### config.mk
export PLATFORM = sky130hd
export DESIGN_NAME = adc_avg_bcd
export DESIGN_NICKNAME = d
export VERILOG_FILES = /design/src/rtl/adc_pkg.sv /design/src/rtl/bin2bcd_seq.sv /design/src/rtl/adc_avg_bcd.sv
export SDC_FILE = /design/constraint.sdc
export NUM_CORES = 1
export LEC_CHECK = 0
export BUFFER_PORTS_ARGS = -buffer_cell sky130_fd_sc_hd__buf_4
export CAP_MARGIN = 5
export CORE_MARGIN = 10
export CORE_UTILIZATION = 25
export DETAILED_ROUTE_END_ITERATION = 8
export GPL_ROUTABILITY_DRIVEN = 0
export GPL_TIMING_DRIVEN = 0
export SYNTH_ARGS = -nofsm -noshare
export SYNTH_HDL_FRONTEND = slang
export SYNTH_HIERARCHICAL = 1
export SYNTH_SLANG_ARGS = --single-unit
### constraint.sdc
create_clock -name i_clk -period 4.4 [get_ports i_clk]
set_input_delay 0.44 -clock i_clk [delete_from_list [all_inputs] [get_ports i_clk]]
set_output_delay 0.44 -clock i_clk [all_outputs]
set_load 0.005 [all_outputs]
### src/rtl/adc_pkg.sv
// Shared definitions for the ADC averaging / BCD conversion path.
// FSM state encodings, result widths and the leading-zero blank decode.
package adc_pkg;

  typedef enum logic [1:0] {
    S_IDLE  = 2'd0,
    S_SCALE = 2'd1,
    S_CONV  = 2'd2,
    S_DONE  = 2'd3
  } state_e;

  localparam int BCD_W = 16;
  localparam int MV_W  = 14;

  // Blank mask for the display driver: bit3 = thousands. Units are always shown.
  function automatic logic [3:0] blank_mask(input logic [BCD_W-1:0] bcd);
    logic [3:0] m;
    m[3] = (bcd[15:12] == 4'd0);
    m[2] = m[3] && (bcd[11:8] == 4'd0);
    m[1] = m[2] && (bcd[7:4] == 4'd0);
    m[0] = 1'b0;
    return m;
  endfunction

endpackage

### src/rtl/bin2bcd_seq.sv
// Sequential double-dabble: 14-bit binary to 4-digit packed BCD, one bit per cycle.
// i_start loads the operand; the next 14 cycles each run one add-3/shift step.
// o_done flags the cycle of the final step and o_bcd carries the value that step
// produces, so the caller can register the result on the same edge.
module bin2bcd_seq
  import adc_pkg::*;
(
  input  logic             i_clk,
  input  logic             i_rst,
  input  logic             i_start,
  input  logic [MV_W-1:0]  i_bin,
  output logic             o_done,
  output logic [BCD_W-1:0] o_bcd
);

  logic [MV_W-1:0]  r_bin;
  logic [BCD_W-1:0] r_bcd;
  logic [3:0]       r_cnt;
  logic             r_act;

  logic [BCD_W-1:0] w_adj;
  logic [BCD_W-1:0] w_step;

  // Add 3 to every nibble >= 5, then shift in the next binary bit MSB first.
  always_comb begin
    w_adj = r_bcd;
    for (int k = 0; k < 4; k++) begin
      if (r_bcd[4*k +: 4] >= 4'd5) w_adj[4*k +: 4] = r_bcd[4*k +: 4] + 4'd3;
    end
    w_step = {w_adj[BCD_W-2:0], r_bin[MV_W-1]};
  end

  assign o_done = r_act && (r_cnt == 4'(MV_W - 1));
  assign o_bcd  = w_step;

  // Operand/partial-result shift registers and step counter.
  always_ff @(posedge i_clk or negedge i_rst) begin
    if (!i_rst) begin
      r_bin <= '0;
      r_bcd <= '0;
      r_cnt <= '0;
      r_act <= 1'b0;
    end else if (i_start) begin
      r_bin <= i_bin;
      r_bcd <= '0;
      r_cnt <= '0;
      r_act <= 1'b1;
    end else if (r_act) begin
      r_bcd <= w_step;
      r_bin <= r_bin << 1;
      r_cnt <= r_cnt + 4'd1;
      if (r_cnt == 4'(MV_W - 1)) r_act <= 1'b0;
    end
  end

endmodule

### src/rtl/adc_avg_bcd.sv
// Box-car averager for 8-bit ADC codes, scaled to millivolts and converted to
// 4-digit BCD for the segment display.
// Optional feature macro: ADC_BCD_BLANK_EN enables the leading-zero blank mask;
// without it o_blank is held at zero.
module adc_avg_bcd
  import adc_pkg::*;
#(
  parameter int AVG_LOG2 = 2,
  parameter int VREF_MV  = 5000
)(
  input  logic             i_clk,
  input  logic             i_rst,
  input  logic [7:0]       i_sample,
  input  logic             i_sample_vld,
  output logic [7:0]       o_mean,
  output logic [BCD_W-1:0] o_bcd,
  output logic             o_bcd_vld,
  output logic             o_busy,
  output logic             o_overrun,
  output logic [3:0]       o_blank
);

  localparam int ACC_W = 8 + AVG_LOG2;
  // One extra bit keeps the counter non-zero width when AVG_LOG2 = 0.
  localparam int CNT_W = AVG_LOG2 + 1;
  localparam logic [CNT_W-1:0] CNT_LAST = CNT_W'((1 << AVG_LOG2) - 1);

  logic [ACC_W-1:0] r_acc;
  logic [CNT_W-1:0] r_cnt;
  logic [7:0]       r_mean;

  state_e           r_state;
  logic [7:0]       r_mean_l;
  logic             r_pend;
  logic             r_over;
  logic [BCD_W-1:0] r_bcd;
  logic             r_bcd_vld;
  logic [3:0]       r_blank;

  logic [ACC_W-1:0] w_sum;
  logic             w_win_done;
  logic [7:0]       w_mean_new;
  logic [MV_W-1:0]  w_mv;
  logic             w_conv_done;
  logic [BCD_W-1:0] w_bcd_step;
  logic [3:0]       w_blank_nxt;

  // Window sum cannot overflow: at most 2**AVG_LOG2 * 255 < 2**ACC_W.
  assign w_sum      = r_acc + ACC_W'(i_sample);
  assign w_win_done = i_sample_vld && (r_cnt == CNT_LAST);
  assign w_mean_new = 8'(w_sum >> AVG_LOG2);

  // Scaled value is formed from the latched mean during SCALE and captured by
  // the converter's operand register on the SCALE->CONV edge.
  assign w_mv = MV_W'((22'(r_mean_l) * 22'(VREF_MV)) >> 8);

`ifdef ADC_BCD_BLANK_EN
  assign w_blank_nxt = blank_mask(w_bcd_step);
`else
  assign w_blank_nxt = 4'b0000;
`endif

  // Accumulator: never stalls; a partial window is held until more samples arrive.
  always_ff @(posedge i_clk or negedge i_rst) begin
    if (!i_rst) begin
      r_acc  <= '0;
      r_cnt  <= '0;
      r_mean <= '0;
    end else if (i_sample_vld) begin
      if (w_win_done) begin
        r_acc  <= '0;
        r_cnt  <= '0;
        r_mean <= w_mean_new;
      end else begin
        r_acc <= w_sum;
        r_cnt <= r_cnt + CNT_W'(1);
      end
    end
  end

  // Scale/convert sequencer with pending-window and overrun tracking.
  // While pending, the mean to convert is always r_mean (the newest window).
  always_ff @(posedge i_clk or negedge i_rst) begin
    if (!i_rst) begin
      r_state   <= S_IDLE;
      r_mean_l  <= '0;
      r_pend    <= 1'b0;
      r_over    <= 1'b0;
      r_bcd     <= '0;
      r_bcd_vld <= 1'b0;
      r_blank   <= '0;
    end else begin
      r_bcd_vld <= 1'b0;
      case (r_state)
        S_IDLE: begin
          if (r_pend) begin
            // Serve the pending window; a window finishing now becomes the next pending one.
            r_state  <= S_SCALE;
            r_mean_l <= r_mean;
            r_pend   <= w_win_done;
          end else if (w_win_done) begin
            r_state  <= S_SCALE;
            r_mean_l <= w_mean_new;
          end
        end
        S_SCALE: r_state <= S_CONV;
        S_CONV: begin
          if (w_conv_done) begin
            r_state   <= S_DONE;
            r_bcd     <= w_bcd_step;
            r_bcd_vld <= 1'b1;
            r_blank   <= w_blank_nxt;
          end
        end
        S_DONE: r_state <= S_IDLE;
        default: r_state <= S_IDLE;
      endcase
      if ((r_state != S_IDLE) && w_win_done) begin
        if (r_pend) r_over <= 1'b1;
        r_pend <= 1'b1;
      end
    end
  end

  bin2bcd_seq u_b2b (
    .i_clk   (i_clk),
    .i_rst   (i_rst),
    .i_start (r_state == S_SCALE),
    .i_bin   (w_mv),
    .o_done  (w_conv_done),
    .o_bcd   (w_bcd_step)
  );

  assign o_mean    = r_mean;
  assign o_bcd     = r_bcd;
  assign o_bcd_vld = r_bcd_vld;
  assign o_busy    = (r_state != S_IDLE);
  assign o_overrun = r_over;
  assign o_blank   = r_blank;

endmodule

==> impl_metrics.env <==
export IMPL_crit_top_cell="fa_1"
export IMPL_detailed_place_area_um2=6200
export IMPL_clk_pin_slew_ns=0.06
export IMPL_clockRootBuffer="clkbuf_16"
export IMPL_timing_critical_path_slowest_stage_cell="fa_1"
export IMPL_fraction_of_layout_instances_using_a_drive_strength_above_1_pct=15.4
export IMPL_fin_hold_ws_ns=0.268
export IMPL_total_inserted_antenna_cells=0
export IMPL_route_detailed_drc=0
export IMPL_io_pins=42
export IMPL_wire_per_inst_um=12.4
export IMPL_initial_utilization_pct=25.5
export IMPL_post_cts_resized=0
export IMPL_worstPathArrival_ns=4.19
export IMPL_crit_chain="ha_1, ha_1, inv_1, fa_1, fa_1, fa_1, nand2b_1, a21oi_1, o21bai_1, a21boi_0, o41a_1, xor2_1, nand2_1, o21ai_1"
export IMPL_design_final_nets=698
export IMPL_cts_max_path_buffers=2
export IMPL_row_count=54
export IMPL_first_global_vias=4027
export IMPL_fin_setup_tns_ns=0
export IMPL_achievable_freq_ghz=0.255
export IMPL_detailedPlacementHpwl_um=8380
export IMPL_overflow=0
export IMPL_clock_network_latency_to_the_later_pin_of_the_worst_skew_pair_ns=0.34
export IMPL_worstSetupStartpoint="r_mean_l[2]"
export IMPL_cap_viol_max_count=0
export IMPL_avgViaCountPerCell=4.41
export IMPL_first_pass_grt_wire_length_um=19700
export IMPL_timing_critical_path_required_ns=4.67
export IMPL_yosysTopAreaCellShare_pct=38.2
export IMPL_area_growth_pct=16.6
export IMPL_crit_reg2reg_launch="r_mean_l[2]"
export IMPL_async_reset_ff_share_pct=100
export IMPL_drt_pass1_iterations=4
export IMPL_timing_final_hold_violations=0
export IMPL_synthTopCellsByArea="dfrtp_1, ha_1, fa_1"
export IMPL_grt_start_max_net_pins=86
export IMPL_vias_post_dr=3958
export IMPL_most_frequent_standard_cell_in_the_layout_excluding_fill_and_tap_cells="dfrtp_1"
export IMPL_htree_levels=3
export IMPL_worst_pin_slew_ns=1.10
export IMPL_die_area_um2=28600
export IMPL_dominantRegCellSynth="dfrtp_1"
export IMPL_1st_iter_drt_viols=208
export IMPL_tritoncts_num_sinks=85
export IMPL_layout_cell_area_non_filler_um2=6480
export IMPL_post_route_period_util_pct=89.2
export IMPL_reg2reg_slack_ns=0.47
export IMPL_synth_edff_count=0
export IMPL_antenna_violations_before_repair=0
export IMPL_tritoncts="yes"
export IMPL_cts_post_setup_buffers_inserted=0
export IMPL_n_fill_cell=2306
export IMPL_syn_area_um2=5560
export IMPL_finalWirelength_um=11200
export IMPL_placeableCoreArea_um2=21800
export IMPL_postSynthCellCount=563
export IMPL_worst_setup_path_type="flop to flop"
export IMPL_synth_lib_cells_used_distinct=59
export IMPL_endpoint="u_b2b/r_bin[11]"
export IMPL_port_buffer_count=36
export IMPL_timing_critical_path_fanout_max=5
export IMPL_critical_path_startpoint_type="flop"
export IMPL_fin_crit_ns=3.93
export IMPL_timing_critical_path_to_type="flop"
export IMPL_ant_nets=0
export IMPL_worst_clock_skew_ns=0.00683
export IMPL_gr_usage_all_layers_pct=8.13
export IMPL_worst_slew_slack_as_a_fraction_of_its_limit_pct=26.5
export IMPL_post_synth_cell_area_avg_um2=9.88
export IMPL_slew_violations=0
export IMPL_postSynthRegisterBits=85
export IMPL_rr_worst_depth=14
export IMPL_critical_path_max_stage_delay_ns=0.54
export IMPL_timing_rr_end="u_b2b/r_bin[11]"
export IMPL_ys_warnings_count=6
export IMPL_rsz0062_at_grt="no"
export IMPL_yosysSeqAreaShare_pct=38.2
export IMPL_status="finished clean"
export IMPL_cts_hold_buf=0
export IMPL_die_w_um=169
export IMPL_cts_made_buffers=9
export IMPL_number_of_failing_setup_endpoints_in_the_final_timing_report=0
export IMPL_hold_path_class="primary input to asynchronous set/reset pin"
export IMPL_mostFrequentLayoutCells="dfrtp_1, ha_1, inv_1, nand2_1, buf_4"
export IMPL_synth_top_cell_by_area="dfrtp_1"
export IMPL_die_height_um=169
[cells in the mapped netlist, types with 3 or more instances]
cell type  instances
buf_4              7
ha_1              60
xor2_1             7
o21a_1             5
a21boi_0           4
clkbuf_1          12
a311oi_1           4
inv_1             57
nand2_1           55
nand2b_1           9
mux2i_1           19
or4_1              4
dfrtp_1           85
nand4b_1           4
a21o_1             8
nand3b_1           3
o311ai_1           5
xnor2_1           14
buf_2              5
nor2b_1            5
nor3_1             6
a21oi_1           22
mux2_2            21
fa_1              13
o22ai_1            5
nor2_1            30
o21ai_0           23
a31oi_1            6
o21ai_1           22
nand3_1            7
[per-stage QoR]
step	util (%)	worst slack (ns)	instances
after floorplan	-	0.760	567
after global placement	28.4	0.485	883
after detailed placement	28.4	0.440	883
after CTS	29.7	0.427	898
after global routing	29.7	0.192	898
final	29.7	0.474	898
[sequential cells by signal, indices dropped and copies added, names as in the netlist]
| register | cells |
|---|---|
| u_b2b/r_cnt | 4 |
| u_b2b/r_bcd | 16 |
| u_b2b/r_bin | 14 |
| r_acc | 10 |
| r_cnt | 3 |
| u_b2b/r_act | 1 |
| r_pend | 1 |
| o_mean | 8 |
| r_mean_l | 8 |
| o_bcd_vld | 1 |
| o_overrun | 1 |
| o_bcd | 16 |
| r_state | 2 |
[worst min-delay path by stage]
stage | endpoint | cells past startpoint
floorplan | o_bcd[0] | 0
global placement | u_b2b/r_bin[0] | 1
detailed placement | u_b2b/r_bin[0] | 1
CTS | o_bcd_vld | 1
global route | o_bcd_vld | 1
finish | o_bcd_vld | 1
[cell type report]
type                    instances  area, µm²  area share (%)
plain buffers                  26        138            2.12
clock buffers                  10        229            3.53
clock inverters                 5       57.6           0.888
inverters                      58        218            3.36
multi-input cells             398       3090            47.7
flip-flops and latches         85       2130            32.8
well taps                     280        350            5.40
repair buffers                 36        270            4.17
[routing by layer]
metal / up-vias / GRT usage [%] / wire length, µm
li1: 2033 / - / -
met5: - / 0 / 0
met3: 9 / 2.59 / 522
met2: 52 / 12.9 / 4970
met4: 0 / 1.99 / 104
met1: 1864 / 10.5 / 5560
[cell families after synthesis]
kind of cell               Yosys count  synth area share [%]
and+or+nand+nor                    134                  11.4
AOI/OAI and AO/OA                  124                  14.4
DFF                                 85                  38.2
buffers and inverters               84                  6.39
adders and majority gates           73                  18.2
muxes                               40                  7.67
xor gates and xnor gates            22                  3.60
other                                1                0.0674
[worst max-delay path, delay by kind of cell (launching register included)]
kind            cells  cell delay (ns)
simple gates        2             0.24
buf+inv             1             0.05
fa+ha+maj           5             2.10
xor+xnor            1             0.16
flops               1             0.47
compound gates      5             0.85
Power is left out: the tool's default activity adds up to more than one toggle a clock period on the data nets, which glitch-free logic cannot reach.
